**config.mk**
```make
export PLATFORM = sky130hd
export DESIGN_NAME = pc_fetch_ctrl_flat
export DESIGN_NICKNAME = d
export VERILOG_FILES = /design/src/rtl/pc_fetch_ctrl_if.sv /design/src/rtl/pc_fetch_ctrl.sv /design/src/flat_wrapper.sv
export SDC_FILE = /design/constraint.sdc
export NUM_CORES = 1
export LEC_CHECK = 0
export ABC_AREA = 1
export ABC_CLOCK_PERIOD_IN_PS = 3300
export CAP_MARGIN = 20
export CORE_AREA = 2 2 113 88
export DETAILED_ROUTE_END_ITERATION = 8
export DIE_AREA = 0 0 115 90
export PLACE_DENSITY = 0.79
export SLEW_MARGIN = 20
export SYNTH_ARGS = -nofsm -noshare
export SYNTH_HDL_FRONTEND = slang
export SYNTH_SLANG_ARGS = --single-unit
```
**constraint.sdc**
```tcl
create_clock -name clk -period 3.3 [get_ports clk]
set_input_delay 0.66 -clock clk [delete_from_list [all_inputs] [get_ports clk]]
set_output_delay 0.66 -clock clk [all_outputs]
set_load 0.01 [all_outputs]
```
**src/rtl/pc_fetch_ctrl_if.sv**
```systemverilog
// ---------------------------------------------------------------------------
// pc_fetch_ctrl_if
//
// Purpose:
//    Bundles the signals shared by the fetch controller, the pipeline control
//    unit and the instruction memory. The controller connects through the
//    master modport. The surrounding pipeline or memory model, or a bench,
//    connects through the slave modport.
//
// Signals (direction seen from the master / controller):
//    stall          in   pipeline stall; pc does not advance while high
//    flush          in   exception/flush redirect request
//    flush_pc       in   flush target address               [ADDR_W]
//    branch_flag    in   branch/jump redirect request
//    branch_target  in   branch target address              [ADDR_W]
//    imem_ready     in   instruction memory accepts the current request
//    pc             out  registered fetch address            [ADDR_W]
//    ce             out  registered memory enable / request valid
//    fetch_fire     out  combinational ce & imem_ready & ~stall
//    held           out  registered, high while the controller is held
//    misalign       out  registered misaligned-target flag
//                        (present only when PC_MISALIGN_CHECK_EN is defined)
//
// Build option:
//    PC_MISALIGN_CHECK_EN adds the misalign signal to both modports.
// ---------------------------------------------------------------------------
interface pc_fetch_ctrl_if #(
   parameter int ADDR_W = 32
);

   logic              stall;
   logic              flush;
   logic [ADDR_W-1:0] flush_pc;
   logic              branch_flag;
   logic [ADDR_W-1:0] branch_target;
   logic              imem_ready;
   logic [ADDR_W-1:0] pc;
   logic              ce;
   logic              fetch_fire;
   logic              held;
`ifdef PC_MISALIGN_CHECK_EN
   logic              misalign;
`endif

`ifdef PC_MISALIGN_CHECK_EN
   // The controller drives the fetch request and the misalign flag.
   modport master (
      input  stall, flush, flush_pc, branch_flag, branch_target, imem_ready,
      output pc, ce, fetch_fire, held, misalign
   );

   // The pipeline and memory side drive the control inputs.
   modport slave (
      output stall, flush, flush_pc, branch_flag, branch_target, imem_ready,
      input  pc, ce, fetch_fire, held, misalign
   );
`else
   // The controller drives the fetch request.
   modport master (
      input  stall, flush, flush_pc, branch_flag, branch_target, imem_ready,
      output pc, ce, fetch_fire, held
   );

   // The pipeline and memory side drive the control inputs.
   modport slave (
      output stall, flush, flush_pc, branch_flag, branch_target, imem_ready,
      input  pc, ce, fetch_fire, held
   );
`endif

endinterface

```
**src/rtl/pc_fetch_ctrl.sv**
```systemverilog
// ---------------------------------------------------------------------------
// pc_fetch_ctrl
//
// Purpose:
//    Program counter and fetch request generator for the IF stage. It drives
//    the instruction memory address and enable, and follows the
//    ready/stall handshake. It accepts flush and branch redirects. A branch
//    that arrives while fetch cannot proceed is kept in a one-entry pending
//    buffer, so that redirect is not lost.
//
// Parameters:
//    ADDR_W       width of pc and of every target address
//    RESET_VEC    pc loaded on reset; this is the first address fetched
//    INC          byte increment applied on every accepted fetch
//    HOLD_CYCLES  number of cycles ce stays low after rst drops (1..15)
//
// Ports:
//    clk          clock; all logic runs on the rising edge
//    rst          synchronous, active-high reset
//    bus          pc_fetch_ctrl_if.master. Carries stall, flush, flush_pc,
//                 branch_flag, branch_target and imem_ready in, and drives
//                 pc, ce, fetch_fire, held (and misalign) out
//
// Build option:
//    PC_MISALIGN_CHECK_EN. When defined, any target loaded into pc whose low
//    two bits are non-zero raises misalign and removes ce. Only a later
//    flush can clear misalign. When undefined, targets load unchanged.
// ---------------------------------------------------------------------------
module pc_fetch_ctrl #(
   parameter int                ADDR_W      = 32,
   parameter logic [ADDR_W-1:0] RESET_VEC   = '0,
   parameter int                INC         = 4,
   parameter int                HOLD_CYCLES = 1
) (
   input logic             clk,
   input logic             rst,
   pc_fetch_ctrl_if.master bus
);

   typedef enum logic [1:0] {
      IDLE,
      RUN,
      HELD
   } state_t;

   state_t            state;
   logic [3:0]        hold_cnt;
   logic [ADDR_W-1:0] pc_q;
   logic              ce_q;
   logic              held_q;
   logic              pending_vld;
   logic [ADDR_W-1:0] pending_pc;

   logic              fire;
   logic [ADDR_W-1:0] pc_nxt;
   logic              load_tgt;
   logic              pend_vld_nxt;
   logic [ADDR_W-1:0] pend_pc_nxt;

   // A fetch is accepted only when a request is valid, memory takes it and
   // the pipeline can take the result. ce is low in IDLE, so nothing fires
   // there.
   assign fire = ce_q & bus.imem_ready & ~bus.stall;

   // Redirect priority while fetching: flush, then a branch that can go now,
   // then a branch that must wait, then a waiting branch, then a plain
   // increment. A branch that goes straight through also drops any older
   // pending target, so the stale target cannot be fetched later.
   // load_tgt marks the cases where pc takes a target address rather than
   // an increment. Those are the loads that the misalign check watches.
   always_comb begin
      pc_nxt       = pc_q;
      load_tgt     = 1'b0;
      pend_vld_nxt = pending_vld;
      pend_pc_nxt  = pending_pc;
      if (bus.flush) begin
         pc_nxt       = bus.flush_pc;
         load_tgt     = 1'b1;
         pend_vld_nxt = 1'b0;
      end else if (bus.branch_flag && fire) begin
         pc_nxt       = bus.branch_target;
         load_tgt     = 1'b1;
         pend_vld_nxt = 1'b0;
      end else if (bus.branch_flag) begin
         pend_pc_nxt  = bus.branch_target;
         pend_vld_nxt = 1'b1;
      end else if (pending_vld && fire) begin
         pc_nxt       = pending_pc;
         load_tgt     = 1'b1;
         pend_vld_nxt = 1'b0;
      end else if (fire) begin
         pc_nxt       = pc_q + ADDR_W'(INC);
      end
   end

`ifdef PC_MISALIGN_CHECK_EN
   logic misalign_q;
   logic misalign_nxt;

   // A flush always sets misalign again from its own target. A flush to an
   // aligned address is therefore the only way out of the misaligned
   // condition. Any other target load can only set the flag.
   always_comb begin
      misalign_nxt = misalign_q;
      if (bus.flush) begin
         misalign_nxt = (bus.flush_pc[1:0] != 2'b00);
      end else if (load_tgt && (pc_nxt[1:0] != 2'b00)) begin
         misalign_nxt = 1'b1;
      end
   end

   // The misalign flag updates only while fetching. Reset clears it.
   always_ff @(posedge clk) begin
      if (rst) begin
         misalign_q <= 1'b0;
      end else if (state != IDLE) begin
         misalign_q <= misalign_nxt;
      end
   end

   assign bus.misalign = misalign_q;
`else
   logic misalign_nxt;

   // Without the check, nothing ever stops ce once fetching has started.
   assign misalign_nxt = 1'b0;
`endif

   // Main controller. IDLE counts out the post-reset hold, then fetching
   // starts at RESET_VEC. RUN and HELD share the same datapath update. The
   // only difference between them is whether the last cycle accepted a
   // fetch or a flush, and the registered held output reports that.
   always_ff @(posedge clk) begin
      if (rst) begin
         state       <= IDLE;
         hold_cnt    <= 4'd0;
         pc_q        <= RESET_VEC;
         ce_q        <= 1'b0;
         held_q      <= 1'b0;
         pending_vld <= 1'b0;
         pending_pc  <= '0;
      end else begin
         case (state)
            IDLE: begin
               hold_cnt <= hold_cnt + 4'd1;
               if (hold_cnt == 4'(HOLD_CYCLES - 1)) begin
                  ce_q  <= 1'b1;
                  state <= RUN;
               end
            end
            RUN, HELD: begin
               pc_q        <= pc_nxt;
               pending_vld <= pend_vld_nxt;
               pending_pc  <= pend_pc_nxt;
               ce_q        <= ~misalign_nxt;
               if (fire || bus.flush) begin
                  state  <= RUN;
                  held_q <= 1'b0;
               end else begin
                  state  <= HELD;
                  held_q <= 1'b1;
               end
            end
            default: begin
               state <= IDLE;
            end
         endcase
      end
   end

   assign bus.pc         = pc_q;
   assign bus.ce         = ce_q;
   assign bus.fetch_fire = fire;
   assign bus.held       = held_q;

endmodule

```
**src/flat_wrapper.sv**
```systemverilog
// flat-port wrapper written by rule: the top's interface ports become plain ports
module pc_fetch_ctrl_flat 
#(
   parameter int                ADDR_W      = 32,
   parameter logic [ADDR_W-1:0] RESET_VEC   = '0,
   parameter int                INC         = 4,
   parameter int                HOLD_CYCLES = 1
)
  (clk, rst, bus_stall, bus_flush, bus_flush_pc, bus_branch_flag, bus_branch_target, bus_imem_ready, bus_pc, bus_ce, bus_fetch_fire, bus_held);
  pc_fetch_ctrl_if #(.ADDR_W(ADDR_W)) bus_i ();
  input logic clk;
  input logic rst;
  input wire logic [$bits(bus_i.stall)-1:0] bus_stall;
  input wire logic [$bits(bus_i.flush)-1:0] bus_flush;
  input wire logic [$bits(bus_i.flush_pc)-1:0] bus_flush_pc;
  input wire logic [$bits(bus_i.branch_flag)-1:0] bus_branch_flag;
  input wire logic [$bits(bus_i.branch_target)-1:0] bus_branch_target;
  input wire logic [$bits(bus_i.imem_ready)-1:0] bus_imem_ready;
  output wire logic [$bits(bus_i.pc)-1:0] bus_pc;
  output wire logic [$bits(bus_i.ce)-1:0] bus_ce;
  output wire logic [$bits(bus_i.fetch_fire)-1:0] bus_fetch_fire;
  output wire logic [$bits(bus_i.held)-1:0] bus_held;
  assign bus_i.stall = bus_stall;
  assign bus_i.flush = bus_flush;
  assign bus_i.flush_pc = bus_flush_pc;
  assign bus_i.branch_flag = bus_branch_flag;
  assign bus_i.branch_target = bus_branch_target;
  assign bus_i.imem_ready = bus_imem_ready;
  assign bus_pc = bus_i.pc;
  assign bus_ce = bus_i.ce;
  assign bus_fetch_fire = bus_i.fetch_fire;
  assign bus_held = bus_i.held;
  pc_fetch_ctrl #(.ADDR_W(ADDR_W), .RESET_VEC(RESET_VEC), .INC(INC), .HOLD_CYCLES(HOLD_CYCLES)) u_core (.clk(clk), .rst(rst), .bus(bus_i));
endmodule
```
==> results of run 1 <==
[worst max-delay path: cells and delay by family]
kind / cells / cell delay (ps)
buffers and inverters: 2 / 1010
AND/OR/NAND/NOR: 2 / 200
[final timing paths]
check                                      from                                 end  slack [ps]  cells after the start
max                              bus_imem_ready                      bus_fetch_fire         770                      4
min          u_core.pending_pc[31]$_SDFFE_PP0P_  u_core.pending_pc[31]$_SDFFE_PP0P_         450                      2
max reg2reg        u_core.state[1]$_SDFFE_PP0P_   u_core.pending_pc[4]$_SDFFE_PP0P_        1350                      6
min reg2reg  u_core.pending_pc[31]$_SDFFE_PP0P_  u_core.pending_pc[31]$_SDFFE_PP0P_         450                      2
[power by group]
group / switching [mW] / internal (mW) / total, mW / leakage (nW)
logic: 0.741 / 0.564 / 1.31 / 1.63
clock network: 0.384 / 0.682 / 1.07 / 0.159
registers: 0.202 / 1.10 / 1.30 / 0.596
total: 1.33 / 2.34 / 3.67 / 2.38
[per-layer routing]
| layer | wire [um] | vias up | share of wire |
|---|---|---|---|
| met1 | 6210 | 2268 | 0.43 |
| met4 | 245 | 0 | 0.017 |
| met5 | 0 | - | 0 |
| met2 | 6750 | 219 | 0.47 |
| met3 | 1140 | 26 | 0.080 |
| li1 | - | 2490 | - |
[state kept, by name, indices dropped and copies added, names as in the netlist]
| signal | count |
|---|---|
| u_core.hold_cnt | 4 |
| u_core.pending_vld | 1 |
| u_core.state | 2 |
| u_core.bus.ce | 1 |
| u_core.bus.held | 1 |
| u_core.bus.pc | 32 |
| u_core.pending_pc | 32 |
[through the flow]
step / total power, mW / hold slack [ps]
after detailed placement: 2.60 / 437
after CTS: 3.67 / 445
after global placement: 2.55 / 431
after global routing: 3.89 / 460
after floorplan: 2.06 / 420
final: 3.67 / 447
[cells by family (layout without fill, tap and decap cells)]
logic type,after synthesis,count (layout),share of synthesized area
AOI/OAI and AO/OA,191,191,0.219
xor gates and xnor gates,12,12,0.0232
adders and majority gates,5,5,0.0138
buffers and inverters,110,203,0.103
DFF,73,73,0.323
and+or+nand+nor,326,326,0.318
[synth_stat cells, drive strengths merged]
library cell  number  area (um2)
o31ai              1        7.51
a21oi             85         425
inv               74         278
and2               1        6.26
a211oi             1        7.51
o211ai             9        67.6
nand2            205         805
clkbuf            15        56.3
buf               21         130
nor3               3        15.0
o21ai             93         465
or2                8        50.1
ha                 5        62.6
nor2              76         389
a22o               2        17.5
nor4               1        6.26
nand3             30         155
dfxtp             73        1460
xor2              10        87.6
xnor2              2        17.5
nand3b             2        15.0
[final cells by class]
type	instances	area, um2
flip-flops and latches	73	1460
clock inverters	5	78.8
clock buffers	11	243
repair buffers	113	1120
fillers	857	3380
inverters	74	278
multi-input cells	534	2600
well taps	115	144
==> results.txt, run 1 <==
----------------------------------------------------
[Floorplan]
  Initial core utilization ... 0.486
  Die span in x ... 115 um
  Number of cell rows ... 31
  Number of top-level pins ... 105
  Die Outline Area ... 10,400 um2
  Core area ... 9310 um2
  Y dimension of the die ... 90 um

[GRT]
  Overall global routing resource usage ... 0.277
  Global Route met3 Usage ... 0.0580
  Wire length of the first global-routing pass ... 23,100 um
  Final global-route overflow total ... 0
  Pin count of the biggest net entering global routing ... 45
  Grt met2 use ... 0.464
  Met1 capacity usage during global routing ... 0.360
  Number of antenna violations at the first check in global routing ... 0
  Via count of the first global-routing pass ... 4,801
  Most crowded layer after global routing ... met2

[STA]
  RSZ-0062 raised after global routing ... no
  Final clock period utilization by the worst path ... 0.766
  Hold Vio Cnt, Final ... 0
  Clock Skew ... 6.64 ps
  Actual transition at the worst max-transition pin ... 634 ps
  Tmin final ... 2530 ps
  Post-route setup slack ... 772 ps
  Final setup vio count ... 0
  Max-slew violation count ... 0
  Setup TNS Final ... 0 ps
  Remaining max-slew budget at the tightest pin ... 0.577
  Fmax ... 396 MHz

[Final layout]
  Post-route insts no fill ... 925
  Commonest cells after routing, fill and taps aside ... sky130_fd_sc_hd__nand2_1 (195), sky130_fd_sc_hd__clkdlybuf4s50_1 (104), sky130_fd_sc_hd__a21oi_1 (85)
  Area grow syn2layout ... 30.9%
  Cell area after layout ... 5930 um2
  Layout cells sized above 1 ... 0.0753
  Commonest non-fill, non-tap cell in the layout ... sky130_fd_sc_hd__nand2_1
  # nets final ... 880
  Antenna diode count ... 0
  Final standard cell utilization of the core ... 0.637

[Clocking]
  Total CTS buffers ... 9
  Post-cts gate resize count ... 0
  Clock transition at the registers of the reported paths ... 50 ps
  Setup Buffers After CTS ... 0
  Clock tree from TritonCTS ... done
  CTS Root Buffer Type ... sky130_fd_sc_hd__clkbuf_16
  Sinks on the clock net ... 73
  Hold bufs inserted after CTS ... 0
  Clock insertion delay at the later pin of the skew report ... 340 ps
  Max clock buf depth ... 2
  CTS H-tree depth ... 3

[Yosys]
  YS warnings ... 0
  Post-synth net total ... 792
  Seq cells post-synth ... 73
  Gate Count Post-Synth ... 717
  Netlist area before placement ... 4530 um2
  Per-instance average area after synthesis ... 6.31 um2
  Unique masters post-synth ... 33
  Fraction of the yosys area taken by sequential cells ... 0.323

[Routing]
  Number of routed nets with antenna violations ... 0
  Detailed-router iteration count before antenna repair ... 5
  Drt first-iter violations ... 343
  # DRC ... 0
  Post-detailed-route wirelength per cell ... 15.5 um
  Wirelength, routed ... 14,300 um
  Vias per inst ... 5.41
  Routed via count ... 5,003

[Worst setup path]
  Largest stage delay on the critical path ... 550 ps
  Slowest cell on crit path ... sky130_fd_sc_hd__clkdlybuf4s50_1
  CP Capture Type ... primary output
  Critical path startpoint category ... primary input
  Critical path, cell by cell ... clkdlybuf4s50_1 > nand2_1 > nor2_4 > clkdlybuf4s50_1
  Critical setup path kind ... in -> out
  Req. time, crit path ... 2640 ps
  Endpoint arrival time on the critical path ... 1870 ps
  Most frequent cell on the critical path ... sky130_fd_sc_hd__clkdlybuf4s50_1
  CP Max Fanout ... 3

[Worst hold path]
  Hold Path Class ... reg -> reg

[Place]
  Port-buffer cells ... 104
  Number of cells in the design after placement ... 909
  Gpl congestion ... 0.902
  Post-Place Cell Area ... 5600 um2
  Hpwl dp ... 10,200 um
  Worst-case setup slack after placement ... 725 ps

[Power and ir drop]
  Worst vdd ir ... 0.000413 V
  Static Leak ... 2.38 nW
  Total power divided by cell area ... 619 nW/um2

[Run]
  Max-cap violations ... 0

[Run status]
  Status ... finished clean

----------------------------------------------------
Note: power is estimated with default switching activity, not from simulation.
==> run 2, diff against run 1 <==
--- a/config.mk
+++ b/config.mk
@@ -6,7 +6,7 @@
 export NUM_CORES = 1
 export LEC_CHECK = 0
 export ABC_AREA = 1
-export ABC_CLOCK_PERIOD_IN_PS = 3300
+export ABC_CLOCK_PERIOD_IN_PS = 2520
 export CAP_MARGIN = 20
 export CORE_AREA = 2 2 113 88
 export DETAILED_ROUTE_END_ITERATION = 8
==> constraint.sdc (replaced) <==
create_clock -name clk -period 2.52 [get_ports clk]
set_input_delay 0.504 -clock clk [delete_from_list [all_inputs] [get_ports clk]]
set_output_delay 0.504 -clock clk [all_outputs]
set_load 0.01 [all_outputs]
==> results.txt, run 2 (same netlist as run 1, synthesis figures left out) <==
----------------------------------------------------
[Run status]
  Status ... finished clean

[Floorplan]
  Core area ... 9310 um2
  Initial core utilization ... 0.486
  Y dimension of the die ... 90 um
  Die Outline Area ... 10,400 um2
  Number of cell rows ... 31
  Number of top-level pins ... 105
  Die span in x ... 115 um

[Worst setup path]
  Setup slack of the worst register-to-register path ... 690 ps
  Critical path startpoint category ... primary input
  CP Max Fanout ... 3
  Req. time, crit path ... 2020 ps
  Largest stage delay on the critical path ... 550 ps
  CP Capture Type ... primary output
  Worst path bufs/invs ... 2
  Slowest cell on crit path ... sky130_fd_sc_hd__clkdlybuf4s50_1
  Critical path, cell by cell ... clkdlybuf4s50_1 > nand2_1 > nor2_4 > clkdlybuf4s50_1
  Endpoint arrival time on the critical path ... 1710 ps
  Most frequent cell on the critical path ... sky130_fd_sc_hd__clkdlybuf4s50_1
  RR Endpoint ... u_core.bus.pc[24]$_SDFFE_PP0P_
  Worst flop-to-flop path startpoint ... u_core.bus.pc[2]$_SDFFE_PP0P_
  Launching element of the worst setup path ... bus_imem_ready
  Critical setup path kind ... in -> out
  CP delay by family, top ... buffers and inverters
  Worst Reg2Reg Path Length in Cells ... 12

[Final layout]
  Antenna diode count ... 0
  Commonest non-fill, non-tap cell in the layout ... sky130_fd_sc_hd__nand2_1
  # nets final ... 882
  Area grow syn2layout ... 31.9%
  Layout cells sized above 1 ... 0.0776
  Commonest cells after routing, fill and taps aside ... sky130_fd_sc_hd__nand2_1 (195), sky130_fd_sc_hd__clkdlybuf4s50_1 (104), sky130_fd_sc_hd__a21oi_1 (85)

[GRT]
  Via count of the first global-routing pass ... 4,592
  Number of antenna violations at the first check in global routing ... 0
  Overall global routing resource usage ... 0.272
  Wire length of the first global-routing pass ... 22,400 um
  Pin count of the biggest net entering global routing ... 67
  Final global-route overflow total ... 0

[Clocking]
  Clock transition at the registers of the reported paths ... 60 ps
  Clock tree from TritonCTS ... done
  CTS H-tree depth ... 3
  CTS Root Buffer Type ... sky130_fd_sc_hd__clkbuf_16
  Setup Buffers After CTS ... 0
  Sinks on the clock net ... 73
  Hold bufs inserted after CTS ... 0
  Clock insertion delay at the later pin of the skew report ... 340 ps
  Post-cts gate resize count ... 0
  Max clock buf depth ... 2
  Total CTS buffers ... 9

[Worst hold path]
  Hold Crit Endpoint ... u_core.pending_pc[14]$_SDFFE_PP0P_
  Count of cells along the worst hold path ... 2
  Startpoint of the lowest-slack hold path ... u_core.pending_pc[14]$_SDFFE_PP0P_
  Hold Path Class ... reg -> reg

[Routing]
  # DRC ... 0
  Vias per inst ... 5.36
  Wirelength, routed ... 13,900 um
  Number of routed nets with antenna violations ... 0
  Post-detailed-route wirelength per cell ... 15.0 um
  Detailed-router iteration count before antenna repair ... 7
  Drt first-iter violations ... 442
  Routed via count ... 4,972

[STA]
  Actual transition at the worst max-transition pin ... 411 ps
  Fmax ... 451 MHz
  Final setup vio count ... 0
  Setup TNS Final ... 0 ps
  Tmin final ... 2220 ps
  Remaining max-slew budget at the tightest pin ... 0.726
  Hold Vio Cnt, Final ... 0
  Hold WS ... 445 ps
  Clock Skew ... 5.10 ps
  RSZ-0062 raised after global routing ... no
  Max-slew violation count ... 0
  Final clock period utilization by the worst path ... 0.880

[Power and ir drop]
  Worst vdd ir ... 0.000648 V
  Total power divided by cell area ... 799 nW/um2
  Static Leak ... 2.40 nW

[Place]
  Gpl congestion ... 0.863
  Hpwl dp ... 9800 um
  Port-buffer cells ... 104

[Run]
  Max-cap violations ... 0

----------------------------------------------------
## run 2: worst max path at each step
stage	to	slack [ps]	cells past startpoint
4_1_cts	bus_fetch_fire	300	4
6_report	bus_fetch_fire	300	4
3_3_place_gp	bus_fetch_fire	310	4
3_5_place_dp	bus_fetch_fire	300	4
2_1_floorplan	u_core.bus.pc[24]$_SDFFE_PP0P_	950	12
5_1_grt	bus_fetch_fire	260	4
## run 2: through the flow
step | instances | area, um2 | power, mW | utilization | setup slack (ps)
2_1_floorplan | 717 | 4530 | 2.69 | - | 949
3_5_place_dp | 911 | 5660 | 3.41 | 0.608 | 304
3_3_place_gp | 911 | 5660 | 3.35 | 0.608 | 306
4_1_cts | 927 | 5970 | 4.78 | 0.641 | 301
5_1_grt | 927 | 5970 | 5.07 | 0.641 | 259
6_report | 927 | 5970 | 4.77 | 0.641 | 303
## run 2: area by class of cell
| class | count | area, um2 |
|---|---|---|
| Fill cell | 860 | 3340 |
| Sequential cell | 73 | 1460 |
| Inverter | 74 | 278 |
| Multi-Input combinational cell | 534 | 2600 |
| Tap cell | 115 | 144 |
| Timing Repair Buffer | 115 | 1170 |
| Clock buffer | 10 | 229 |
| Clock inverter | 6 | 82.6 |
## run 2: power by group
| part | internal [mW] | total, mW | switching, mW |
|---|---|---|---|
| registers | 1.43 | 1.69 | 0.258 |
| logic | 0.758 | 1.71 | 0.952 |
| clock network | 0.861 | 1.37 | 0.506 |
## run 2: metal layers
layer,routed length [um],GRT usage,up-vias
met4,154,0.0703,0
met3,1020,0.0519,16
met1,6010,0.349,2264
met5,0,0,-
li1,-,-,2490
met2,6670,0.465,202
## run 2: worst register-to-register path, stage by stage, from the launching register on
cell and delay, ps:
sky130_fd_sc_hd__dfxtp_1 390, sky130_fd_sc_hd__ha_1 190, sky130_fd_sc_hd__nand2_1 110, sky130_fd_sc_hd__nor2_4 180, sky130_fd_sc_hd__nand2_1 140, sky130_fd_sc_hd__nor2_2 250
sky130_fd_sc_hd__nand2_1 80, sky130_fd_sc_hd__nand2_1 60, sky130_fd_sc_hd__nand3_1 60, sky130_fd_sc_hd__o211ai_1 100, sky130_fd_sc_hd__nand2_1 70, sky130_fd_sc_hd__nand2_1 60
sky130_fd_sc_hd__nand2_1 40
